==> config.mk <==
export PLATFORM = sky130hd
export DESIGN_NAME = io_input_cond
export DESIGN_NICKNAME = d
export VERILOG_FILES = /design/src/rtl/io_input_cond.sv
export SDC_FILE = /design/constraint.sdc
export NUM_CORES = 1
export LEC_CHECK = 0
export ABC_CLOCK_PERIOD_IN_PS = 1500
export BUFFER_PORTS_ARGS = -buffer_cell sky130_fd_sc_hd__buf_2
export CAP_MARGIN = 20
export CORE_MARGIN = 2
export CORE_UTILIZATION = 45
export CTS_BUF_LIST = sky130_fd_sc_hd__clkbuf_8
export CTS_CLUSTER_DIAMETER = 150
export DETAILED_ROUTE_END_ITERATION = 6
export PLACE_DENSITY_LB_ADDON = 0.15
export SYNTH_ARGS = -nofsm -noshare
export SYNTH_HDL_FRONTEND = slang
export SYNTH_SLANG_ARGS = --single-unit
==> constraint.sdc <==
create_clock -name i_clk -period 1.5 [get_ports i_clk]
set_input_delay 0.075 -clock i_clk [delete_from_list [all_inputs] [get_ports i_clk]]
set_output_delay 0.075 -clock i_clk [all_outputs]
set_load 0.01 [all_outputs]
==> src/rtl/io_input_cond.sv <==
// Push-button / switch input conditioning: per-channel synchroniser, debounce
// FSM, edge pulses, sticky clear-on-read press flags and a registered interrupt.
module io_input_cond #(
  parameter int unsigned N_CH        = 4,
  parameter int unsigned SYNC_STAGES = 2,
  parameter int unsigned DB_CYCLES   = 16,
  parameter bit          ACTIVE_LOW  = 1'b1
) (
  input  logic            i_clk,
  input  logic            i_rst,
  input  logic [N_CH-1:0] i_raw,
  input  logic [N_CH-1:0] i_irq_en,
  input  logic            i_evt_rd,
  output logic [N_CH-1:0] o_level,
  output logic [N_CH-1:0] o_rise,
  output logic [N_CH-1:0] o_fall,
  output logic [N_CH-1:0] o_evt,
  output logic            o_irq
);

  localparam int unsigned CW = $clog2(DB_CYCLES + 1);
  localparam logic [CW-1:0] CNT_ONE  = CW'(1);
  localparam logic [CW-1:0] CNT_LAST = CW'(DB_CYCLES - 1);

  typedef enum logic [1:0] {
    S_LO     = 2'd0,
    S_CNT_HI = 2'd1,
    S_HI     = 2'd2,
    S_CNT_LO = 2'd3
  } state_e;

  logic [N_CH-1:0] raw_log;
  logic [N_CH-1:0] sync_q [SYNC_STAGES];
  logic [N_CH-1:0] sync_s;

  state_e          state_q [N_CH];
  state_e          state_d [N_CH];
  logic [CW-1:0]   cnt_q   [N_CH];
  logic [CW-1:0]   cnt_d   [N_CH];

  logic [N_CH-1:0] level_q, level_d;
  logic [N_CH-1:0] rise_q, rise_d;
  logic [N_CH-1:0] fall_q, fall_d;
  logic [N_CH-1:0] evt_q, evt_d;
  logic            irq_q, irq_d;

  // Inverting ahead of the chain makes the all-zero reset value mean "released".
  assign raw_log = ACTIVE_LOW ? ~i_raw : i_raw;
  assign sync_s  = sync_q[SYNC_STAGES-1];

  always_comb begin
    level_d = '0;
    for (int unsigned i = 0; i < N_CH; i++) begin
      state_d[i] = state_q[i];
      cnt_d[i]   = cnt_q[i];
      case (state_q[i])
        S_LO: begin
          if (sync_s[i]) begin
            if (DB_CYCLES == 1) begin
              state_d[i] = S_HI;
              cnt_d[i]   = '0;
            end else begin
              state_d[i] = S_CNT_HI;
              cnt_d[i]   = CNT_ONE;
            end
          end
        end
        S_CNT_HI: begin
          if (!sync_s[i]) begin
            state_d[i] = S_LO;
            cnt_d[i]   = '0;
          end else if (cnt_q[i] == CNT_LAST) begin
            state_d[i] = S_HI;
            cnt_d[i]   = '0;
          end else begin
            cnt_d[i] = cnt_q[i] + CNT_ONE;
          end
        end
        S_HI: begin
          if (!sync_s[i]) begin
            if (DB_CYCLES == 1) begin
              state_d[i] = S_LO;
              cnt_d[i]   = '0;
            end else begin
              state_d[i] = S_CNT_LO;
              cnt_d[i]   = CNT_ONE;
            end
          end
        end
        S_CNT_LO: begin
          if (sync_s[i]) begin
            state_d[i] = S_HI;
            cnt_d[i]   = '0;
          end else if (cnt_q[i] == CNT_LAST) begin
            state_d[i] = S_LO;
            cnt_d[i]   = '0;
          end else begin
            cnt_d[i] = cnt_q[i] + CNT_ONE;
          end
        end
        default: begin
          state_d[i] = S_LO;
          cnt_d[i]   = '0;
        end
      endcase
      // Level decoded from the next state so it updates on the accepting edge.
      level_d[i] = (state_d[i] == S_HI) || (state_d[i] == S_CNT_LO);
    end
    rise_d = level_d & ~level_q;
    fall_d = ~level_d & level_q;
    evt_d  = (evt_q & ~{N_CH{i_evt_rd}}) | rise_d;
    irq_d  = |(evt_q & i_irq_en);
  end

  always_ff @(posedge i_clk) begin
    if (i_rst) begin
      for (int unsigned k = 0; k < SYNC_STAGES; k++) sync_q[k] <= '0;
      for (int unsigned i = 0; i < N_CH; i++) begin
        state_q[i] <= S_LO;
        cnt_q[i]   <= '0;
      end
      level_q <= '0;
      rise_q  <= '0;
      fall_q  <= '0;
      evt_q   <= '0;
      irq_q   <= 1'b0;
    end else begin
      sync_q[0] <= raw_log;
      for (int unsigned k = 1; k < SYNC_STAGES; k++) sync_q[k] <= sync_q[k-1];
      for (int unsigned i = 0; i < N_CH; i++) begin
        state_q[i] <= state_d[i];
        cnt_q[i]   <= cnt_d[i];
      end
      level_q <= level_d;
      rise_q  <= rise_d;
      fall_q  <= fall_d;
      evt_q   <= evt_d;
      irq_q   <= irq_d;
    end
  end

  assign o_level = level_q;
  assign o_rise  = rise_q;
  assign o_fall  = fall_q;
  assign o_evt   = evt_q;
  assign o_irq   = irq_q;

endmodule
==> reports/metrics.csv <==
stage;metric;value;unit
run_status;status;finished with violations;
run_status;violations;setup timing;
cts;htree_num_levels;2;
detailed_routing;wl_per_cell;12.8;um
synth;synth_cell_type_count;43;
power;ir_worst_vdd;811;uV
detailed_routing;drtIter0Drc;108;
global_route;grt_usage;0.172;
detailed_routing;totalWireLength;4170;um
sta;finalClockSkew;0.00733;ns
detailed_routing;drt-pass1-iter-count;4;
finish;fin_area;2700;sq um
placement;place_hpwl;2950;um
cts;cts_buffers;5;
cts;clock_latency;0.30;ns
synth;synth_area_leaders;dfxtp_1 (49%), ha_1 (4.8%), nor2_1 (4.4%);
cts;ctsLongestPathBuffers;2;
synth;synth_top_area_frac;0.493;
detailed_routing;drc;0;
detailed_routing;ant_nets;0;
worst_setup_path;crit_type;reg -> reg;
die;num_rows;24;
cts;clock-sinks;51;
sta;fmax;0.660;GHz
worst_setup_path;start_kind;flop;
global_route;grt_max_degree;23;
synth;synth_common_cells;dfxtp_1 (51), nor2_1 (24), a21oi_1 (12), nor3_1 (12), nand2_1 (10);
global_route;grt_pass1_vias;1629;
placement;port_buffers;27;
die;design.core.area;4380;sq um
finish;drive_gt1_frac;0.328;
placement;place.gp.congestion;0.790;
sta;rsz0062_at_grt;true;
sta;fin_crit;1.52;ns
die;ios;28;
sta;slew_violations;0;
synth;synth_edf_count;0;
detailed_routing;dr_total_vias;1733;
synth;post-synth-top-area-cell;dfxtp_1;
sta;setup_viol;2;
synth;yosysWarnings;0;
global_route;grt_pass1_wl;7040;um
finish;antennaDiodeCount;0;
global_route;overflow;0;
die;initial_core_util;0.472;
cts;root_buffer;clkbuf_8;
finish;finalNonFillerCells;326;
cts;clk_pin_slew;0.09;ns
cts;cts_tree;done;
detailed_routing;viasPerCell;5.32;
worst_setup_path;worstPathRequired;1.73;ns
run;drv_cap;0;
synth;synth_area;2070;sq um
synth;ys_ff_latch;51;
finish;multi_input_area;1090;sq um
die;die_y;71.8;um
finish;fill_cells;381;
placement;placed_cell_area;2420;sq um
placement;dp.cells;310;
finish;finish.utilization;0.616;
global_route;antenna_found_initial;0;
synth;ys.flop_type;dfxtp_1;
power;leakage;1.12;nW
worst_setup_path;crit_arrival;1.74;ns
synth;synthCells;218;
sta;hold_viol;0;
worst_setup_path;setup.worst_path.end_class;flop;
worst_setup_path;crit_path_max_fanout;5;
finish;syn_to_final_growth;30.5;%
finish;layout.nets;292;
sta;slew_headroom;0.713;
hold_path;hp-class;in -> reg;
die;fp.dieArea;5160;sq um
power;p_per_area;1170;nW/um^2
finish;regArea;1030;sq um
die;die_w;71.8;um
sta;fin_crit_sh;1.01;
synth;synth_fp_nets;237;
synth;yosysSeqAreaShare;0.493;
synth;synth_area_per_cell;9.50;sq um
sta;tightest_slew;0.430;ns
synth;synth_most_common_cell;dfxtp_1;
synth;ys_async_sr_fraction;0;
sta;setup_ws;-0.0156;ns
-- flip-flops by register name (all words and copies together) (netlist names) --
| register | count |
|---|---|
| o_rise | 4 |
| sync_q | 8 |
| cnt_q | 20 |
| o_level | 2 |
| o_fall | 4 |
| state_q | 8 |
| o_evt | 4 |
| o_irq | 1 |
-- cell families (layout without fill, tap and decap cells) --
| logic type | after synthesis | count (layout) | share of synthesized area |
|---|---|---|---|
| muxes | 3 | 3 | 0.0145 |
| buffers and inverters | 17 | 73 | 0.0387 |
| AOI/OAI and AO/OA | 50 | 50 | 0.166 |
| DFF | 51 | 51 | 0.493 |
| xor gates and xnor gates | 6 | 6 | 0.0254 |
| and+or+nand+nor | 83 | 83 | 0.215 |
| adders and majority gates | 8 | 8 | 0.0483 |
-- report_power, final --
part | internal, mW | leakage [nW] | total [mW] | switching, mW
Combinational | 0.445 | 0.648 | 0.830 | 0.385
Sequential | 1.43 | 0.417 | 1.49 | 0.0670
Clock | 0.415 | 0.0557 | 0.830 | 0.415
Total | 2.29 | 1.12 | 3.15 | 0.867
-- metrics by stage --
step                hold WS (ns)  setup WS (ns)  power, mW  setup TNS (ns)
global route              0.0864        -0.0491       3.32          -0.220
floorplan                  0.147        0.00791       1.97               0
global placement           0.231       -0.00792       2.23        -0.00792
finish                    0.0537        -0.0156       3.15         -0.0257
detailed placement         0.233        -0.0636       2.24          -0.141
CTS                       0.0513        -0.0345       3.13         -0.0393
-- per-layer routing --
metal	vias up	wire (um)	track usage
met5	-	0	0
met4	0	48	0.0503
met3	6	135	0.0450
met2	25	1960	0.288
met1	803	2020	0.219
li1	899	-	-
-- repair_timing --
item / 4_1_cts / 5_1_grt
pin swaps: 4 / 5
endpoints found under the setup margin: 7 / 19
hold buffers: 4 / 0
resized for setup: 7 / 20
buffers inserted: 2 / 2
endpoints found under the hold margin: 4 / 0
-- critical path: stages, from the launching register on --
cell	delay, ns
dfxtp_4	0.39
inv_4	0.05
ha_4	0.26
o31ai_4	0.07
or4b_1	0.53
a21oi_1	0.14
-- final timing paths --
path                            cells past startpoint                startpoint                       end  slack, ns
worst min-delay path                                3               i_irq_en[1]          o_irq$_SDFF_PP0_       0.05
worst max-delay path                                5  state_q[0][1]$_SDFF_PP0_  cnt_q[0][2]$_SDFFE_PP0P_      -0.02
worst min register to register                      1   sync_q[0][2]$_SDFF_PP0_   sync_q[0][6]$_SDFF_PP0_       0.44
worst max register to register                      5  state_q[0][1]$_SDFF_PP0_  cnt_q[0][2]$_SDFFE_PP0P_      -0.02
-- cells in the final DEF (no fill, tap or decap), types with 2 or more instances in the layout --
master / netlist / routed
a21o_1: 2 / 2
nor2_1: 24 / 24
buf_2: 1 / 27
and4b_1: 3 / 2
ha_4: 0 / 3
nand3b_1: 3 / 3
o21ai_0: 9 / 9
or4_1: 2 / 2
ha_2: 0 / 3
ha_1: 8 / 2
a21oi_1: 12 / 12
nand4b_1: 2 / 2
nand2_2: 0 / 2
and3_1: 3 / 2
inv_1: 8 / 7
a22oi_1: 6 / 6
clkbuf_8: 0 / 7
nand3_1: 9 / 8
buf_6: 1 / 2
o211a_1: 3 / 3
dfxtp_2: 0 / 5
xor2_1: 3 / 3
o31ai_1: 2 / 2
buf_4: 2 / 24
xnor2_1: 3 / 3
dfxtp_1: 51 / 45
nor2b_1: 4 / 4
a31oi_1: 4 / 3
nor3b_1: 4 / 3
dlygate4sd3_1: 0 / 4
nor3_1: 12 / 12
nand2_1: 10 / 8
-- cell type report --
type / instances / area share
inverters: 8 / 0.0120
clock buffers: 7 / 0.0357
repair buffers: 57 / 0.140
well taps: 52 / 0.0241
flip-flops and latches: 51 / 0.382
clock inverters: 1 / 0.00139
multi-input cells: 150 / 0.405
(Power assumes the default switching activity.)
